--- src/rtl/conv_pkg.sv ---
// Types and constants shared by the convolution datapath blocks.
package conv_pkg;

    localparam int PIX_W = 8;

    typedef logic signed [PIX_W-1:0] pix_t;
    typedef logic [3:0][PIX_W-1:0]   window_t;

    // Byte positions inside a window, matching the conv_neuron kernel order
    localparam int WIN_TL = 3;
    localparam int WIN_TR = 2;
    localparam int WIN_BL = 1;
    localparam int WIN_BR = 0;

    typedef enum logic {
        FILL   = 1'b0,
        STREAM = 1'b1
    } win_state_e;

endpackage

--- src/rtl/conv_window_gen_if.sv ---
// Pixel stream in, 2x2 window stream out, for conv_window_gen.
interface conv_window_gen_if;
    import conv_pkg::*;

    pix_t    pix_in;
    logic    pix_valid;
    window_t pixels;
    logic    win_valid;
    logic    win_last;
    logic    frame_done;

    modport master (
        output pix_in, pix_valid,
        input  pixels, win_valid, win_last, frame_done
    );

    modport slave (
        input  pix_in, pix_valid,
        output pixels, win_valid, win_last, frame_done
    );

endinterface

--- src/rtl/line_buffer.sv ---
// Enable-gated shift register; tail is the entry written DEPTH enables ago.
module line_buffer
    import conv_pkg::*;
#(
    parameter int  DEPTH  = 8,
    parameter type data_t = pix_t
) (
    input  logic  clk,
    input  logic  en,
    input  data_t din,
    output data_t tail
);

    data_t mem [DEPTH];

    // Data is never reset: every slot is rewritten during the first row
    always_ff @(posedge clk) begin
        if (en) begin
            mem[0] <= din;
            for (int i = 1; i < DEPTH; i++) begin
                mem[i] <= mem[i-1];
            end
        end
    end

    assign tail = mem[DEPTH-1];

endmodule

--- src/rtl/conv_window_gen.sv ---
// Streaming 2x2 window generator: raster pixels in, one registered window per
// pixel at row >= 1 and col >= 1, packed in conv_neuron kernel byte order.
module conv_window_gen
    import conv_pkg::*;
#(
    parameter int IMG_W = 8,
    parameter int IMG_H = 8
) (
    input  logic              clk,
    input  logic              rst_n,
    conv_window_gen_if.slave  bus
);

    localparam int CW = (IMG_W > 1) ? $clog2(IMG_W) : 1;
    localparam int RW = (IMG_H > 1) ? $clog2(IMG_H) : 1;
    localparam logic [CW-1:0] COL_LAST = CW'(IMG_W - 1);
    localparam logic [RW-1:0] ROW_LAST = RW'(IMG_H - 1);

    logic [CW-1:0] col;
    logic [RW-1:0] row;
    win_state_e    state_q;
    win_state_e    state_d;
    pix_t          tail;
    pix_t          left_cur;
    pix_t          left_up;
    logic          accept;
    logic          last_col;
    logic          last_row;
    logic          emit;

    // A pixel presented during reset is discarded, so it must not shift in
    assign accept   = bus.pix_valid & rst_n;
    assign last_col = (col == COL_LAST);
    assign last_row = (row == ROW_LAST);
    assign emit     = bus.pix_valid && (state_q == STREAM) && (col != '0);

    line_buffer #(
        .DEPTH  (IMG_W),
        .data_t (pix_t)
    ) u_line_buffer (
        .clk  (clk),
        .en   (accept),
        .din  (bus.pix_in),
        .tail (tail)
    );

    always_comb begin
        state_d = state_q;
        case (state_q)
            FILL:    if (bus.pix_valid && last_col) state_d = STREAM;
            STREAM:  if (bus.pix_valid && last_col && last_row) state_d = FILL;
            default: state_d = FILL;
        endcase
    end

    always_ff @(posedge clk) begin
        if (!rst_n) begin
            state_q <= FILL;
        end else begin
            state_q <= state_d;
        end
    end

    always_ff @(posedge clk) begin
        if (!rst_n) begin
            col <= '0;
            row <= '0;
        end else if (bus.pix_valid) begin
            if (last_col) begin
                col <= '0;
                row <= last_row ? '0 : row + 1'b1;
            end else begin
                col <= col + 1'b1;
            end
        end
    end

    // Left registers give (r, c-1) and (r-1, c-1); col 0 never emits,
    // so their stale contents across a row boundary are harmless
    always_ff @(posedge clk) begin
        if (!rst_n) begin
            left_cur <= '0;
            left_up  <= '0;
        end else if (bus.pix_valid) begin
            left_cur <= bus.pix_in;
            left_up  <= tail;
        end
    end

    always_ff @(posedge clk) begin
        if (!rst_n) begin
            bus.pixels     <= '0;
            bus.win_valid  <= 1'b0;
            bus.win_last   <= 1'b0;
            bus.frame_done <= 1'b0;
        end else begin
            bus.win_valid  <= emit;
            bus.win_last   <= emit && last_row && last_col;
            bus.frame_done <= bus.pix_valid && (state_q == STREAM) && last_row && last_col;
            if (emit) begin
                bus.pixels[WIN_TL] <= left_up;
                bus.pixels[WIN_TR] <= tail;
                bus.pixels[WIN_BL] <= left_cur;
                bus.pixels[WIN_BR] <= bus.pix_in;
            end
        end
    end

endmodule

--- src/flat_wrapper.sv ---
// flat-port wrapper written by rule: the top's interface ports become plain ports
module conv_window_gen_flat import conv_pkg::*;
#(
    parameter int IMG_W = 8,
    parameter int IMG_H = 8
)
  (clk, rst_n, bus_pix_in, bus_pix_valid, bus_pixels, bus_win_valid, bus_win_last, bus_frame_done);
  conv_window_gen_if bus_i ();
  input  logic clk;
  input  logic rst_n;
  input wire logic [$bits(bus_i.pix_in)-1:0] bus_pix_in;
  input wire logic [$bits(bus_i.pix_valid)-1:0] bus_pix_valid;
  output wire logic [$bits(bus_i.pixels)-1:0] bus_pixels;
  output wire logic [$bits(bus_i.win_valid)-1:0] bus_win_valid;
  output wire logic [$bits(bus_i.win_last)-1:0] bus_win_last;
  output wire logic [$bits(bus_i.frame_done)-1:0] bus_frame_done;
  assign bus_i.pix_in = bus_pix_in;
  assign bus_i.pix_valid = bus_pix_valid;
  assign bus_pixels = bus_i.pixels;
  assign bus_win_valid = bus_i.win_valid;
  assign bus_win_last = bus_i.win_last;
  assign bus_frame_done = bus_i.frame_done;
  conv_window_gen #(.IMG_W(IMG_W), .IMG_H(IMG_H)) u_core (.clk(clk), .rst_n(rst_n), .bus(bus_i));
endmodule
--- config.mk ---
export PLATFORM = sky130hd
export DESIGN_NAME = conv_window_gen_flat
export DESIGN_NICKNAME = d
export VERILOG_FILES = /design/src/rtl/conv_pkg.sv /design/src/rtl/conv_window_gen_if.sv /design/src/rtl/line_buffer.sv /design/src/rtl/conv_window_gen.sv /design/src/flat_wrapper.sv
export SDC_FILE = /design/constraint.sdc
export NUM_CORES = 1
export LEC_CHECK = 0
export BUFFER_PORTS_ARGS = -buffer_cell sky130_fd_sc_hd__buf_4
export CORE_ASPECT_RATIO = 0.75
export CORE_MARGIN = 10
export CORE_UTILIZATION = 46
export CTS_CLUSTER_DIAMETER = 120
export DETAILED_ROUTE_END_ITERATION = 16
export PLACE_DENSITY_LB_ADDON = 0.08
export SYNTH_ARGS = -nofsm -noshare
export SYNTH_HDL_FRONTEND = slang
export SYNTH_SLANG_ARGS = --single-unit
export TNS_END_PERCENT = 1
--- constraint.sdc ---
create_clock -name clk -period 4.67 [get_ports clk]
set_clock_uncertainty 0.1 [all_clocks]
set_input_delay 0.467 -clock clk [delete_from_list [all_inputs] [get_ports clk]]
set_output_delay 0.467 -clock clk [all_outputs]
set_load 0.05 [all_outputs]
==> out/qor.csv <==
metric;value;unit
actual slew at the worst max-slew pin;923;ps
layout cells sized above 1;21.5;%
commonest non-fill, non-tap cells in the layout;nand2_1 (69), edfxtp_1 (64), dfxtp_1 (58);
Final setup violation count;0;
Initial Util;47.2;%
clock tree buffer depth;2;
Lkg Pwr;1.98;nW
Netlist Area Pre-Place;4270;um2
fin crit period;2150;ps
pre-CTS setup slack;2060;ps
setup slack, reg-to-reg;2660;ps
total number of vias;2251;
routability cong.;0.688;
PwrDens;481;nW/um2
worst r2r path cells;5;
CORE AREA;9050;um2
cts hold-fix bufs;0;
status;finished clean;
Ys Warns;0;
Worst EP arrival;2130;ps
HP Class;input port to flip-flop;
drt wl/cell;13.6;um
r2r startpoint;u_core.col[0];
Reg-to-Reg End;u_core.bus.pixels[1];
drt first pass iters;4;
worst hold path depth;1;
ANT nets after route;0;
H-tree depth;4;
Worst setup EP type;flip-flop;
vias in the first global route;2196;
Peak Freq;0.465;GHz
# IOs;46;
die width;131;um
total global routing track utilization;10.6;%
CTS Sinks;122;
Tcrit/Tclk final;46.1;%
commonest non-fill, non-tap cell in the layout;nand2_1;
die area;13600;um2
area delta synth->final;24.3;%
Residual DRC;0;
Vias/cell;4.55;
number of max-cap violations;0;
CP Launch Type;input port;
CTS clk-pin slew, worst paths;50;ps
std cell rows;30;
syn_nets;321;
CTS tree;built;
RSZ-0062 raised after global routing;no;
Hold Startpoint;bus_pix_in[0];
Clock Latency Late Sink;400;ps
total setup buffers inserted after CTS;0;
Fillers;738;
Die Y;103;um
initial antenna violation count;0;
Post-Synthesis Cells;304;
Diodes inserted;0;
DRT iter0 DRCs;153;
Yosys cell types;21;
Final TNS setup;0;ps
HPWL after DPL;4180;um
cts repair resizes;0;
count of nets after finishing;372;
PortBufs;45;
Root Driver;clkbuf_16;
total power;2.55;mW
min setup slack post-route;2520;ps
Setup CP Type;input port to flip-flop;
largest net degree at the start of global routing;91;
Max transition margin;38.5;%
Final Hold Fails;0;
final core occ;58.7;%
Yosys reg bits;122;
hold endpoint;u_core.u_line_buffer.mem[0][0];
wirelength, routed;6750;um
CP required;4650;ps
clock buffer count from CTS;17;
Placement Cell Area;4700;um2
CP Max Fanout;41;
VDD IR max;309;uV
Avg Inst Size Synth;14.0;um2
max-slew violations;0;
first-pass GRT wire length;11100;um
register area share after synthesis;72.2;%
grt ovf;0;
post-route cell area;5310;um2
logic make-up (layout without fill, tap and decap cells):
group,after synthesis,in the layout,share of synthesized area [%]
AO/OA/AOI/OAI,4,4,0.850
adder cells (fa/ha/maj),6,6,1.76
buffers and inverters,19,82,2.37
flip-flops,122,122,72.2
multiplexers,52,52,12.2
AND/OR/NAND/NOR,101,101,10.6
area by class of cell:
class | instances | area [um2] | area share [%]
multi-input combinational | 163 | 1090 | 20.5
sequential | 122 | 3080 | 58.1
timing repair buffer | 48 | 360 | 6.79
inverter | 3 | 11.3 | 0.212
clock buffer | 17 | 425 | 8.02
clock inverter | 14 | 180 | 3.40
tap | 128 | 160 | 3.02
flip-flops by register name, summed over array words and instances (netlist names):
signal / count
u_core.row: 3
u_core.bus.pixels: 32
u_core.col: 3
u_core.u_line_buffer.mem: 64
u_core.left_cur: 8
u_core.left_up: 8
u_core.bus.win_valid: 1
u_core.bus.frame_done: 1
u_core.state_q: 1
u_core.bus.win_last: 1
worst max-delay path by stage:
stage	start	to	slack (ps)	cells past startpoint
CTS	bus_pix_valid	u_core.u_line_buffer.mem[0][7]	2490	3
global placement	bus_pix_valid	u_core.u_line_buffer.mem[0][7]	2090	3
detailed placement	bus_pix_valid	u_core.u_line_buffer.mem[0][1]	2060	3
global route	bus_pix_valid	u_core.u_line_buffer.mem[0][23]	2390	3
finish	bus_pix_valid	u_core.u_line_buffer.mem[0][8]	2520	3
floorplan	rst_n	u_core.u_line_buffer.mem[0][0]	1760	3
synthesized netlist by cell type (all sizes together):
master | n | area share (%)
mux2i | 52 | 12
nor2 | 4 | 0.35
buf | 7 | 1.3
and4 | 1 | 0.21
ha | 6 | 1.8
dfxtp | 58 | 27
inv | 3 | 0.26
nand2 | 70 | 6.2
a21oi | 2 | 0.50
nand3 | 2 | 0.23
nand4b | 1 | 0.21
a21boi | 2 | 0.35
edfxtp | 64 | 45
and2 | 2 | 0.29
nor2b | 20 | 2.9
nor3b | 1 | 0.18
clkbuf | 9 | 0.79
worst max-delay path: stages:
cell and delay, ps:
buf_4 360, and2_2 850, buf_4 430
layer usage:
layer / GRT usage (%) / share of wire [%] / vias to the layer above
met1: 12.7 / 50 / 1044
met3: 5.21 / 5.5 / 7
met2: 15.8 / 44 / 47
met5: 0 / 0 / -
met4: 5.17 / 1.3 / 0
li1: - / - / 1153
through the flow:
stage	hold slack, ps	std cells
2_1_floorplan	300	304
6_report	169	495
4_1_cts	152	495
5_1_grt	157	495
3_5_place_dp	305	464
3_3_place_gp	301	464
power by group:
group | internal, mW | leakage, nW | switching, mW | total [mW]
Sequential | 1.16 | 1.07 | 0.0109 | 1.17
Clock | 0.880 | 0.283 | 0.435 | 1.32
Combinational | 0.0237 | 0.630 | 0.0404 | 0.0641
No activity file was read; power rests on OpenSTA's default activity.
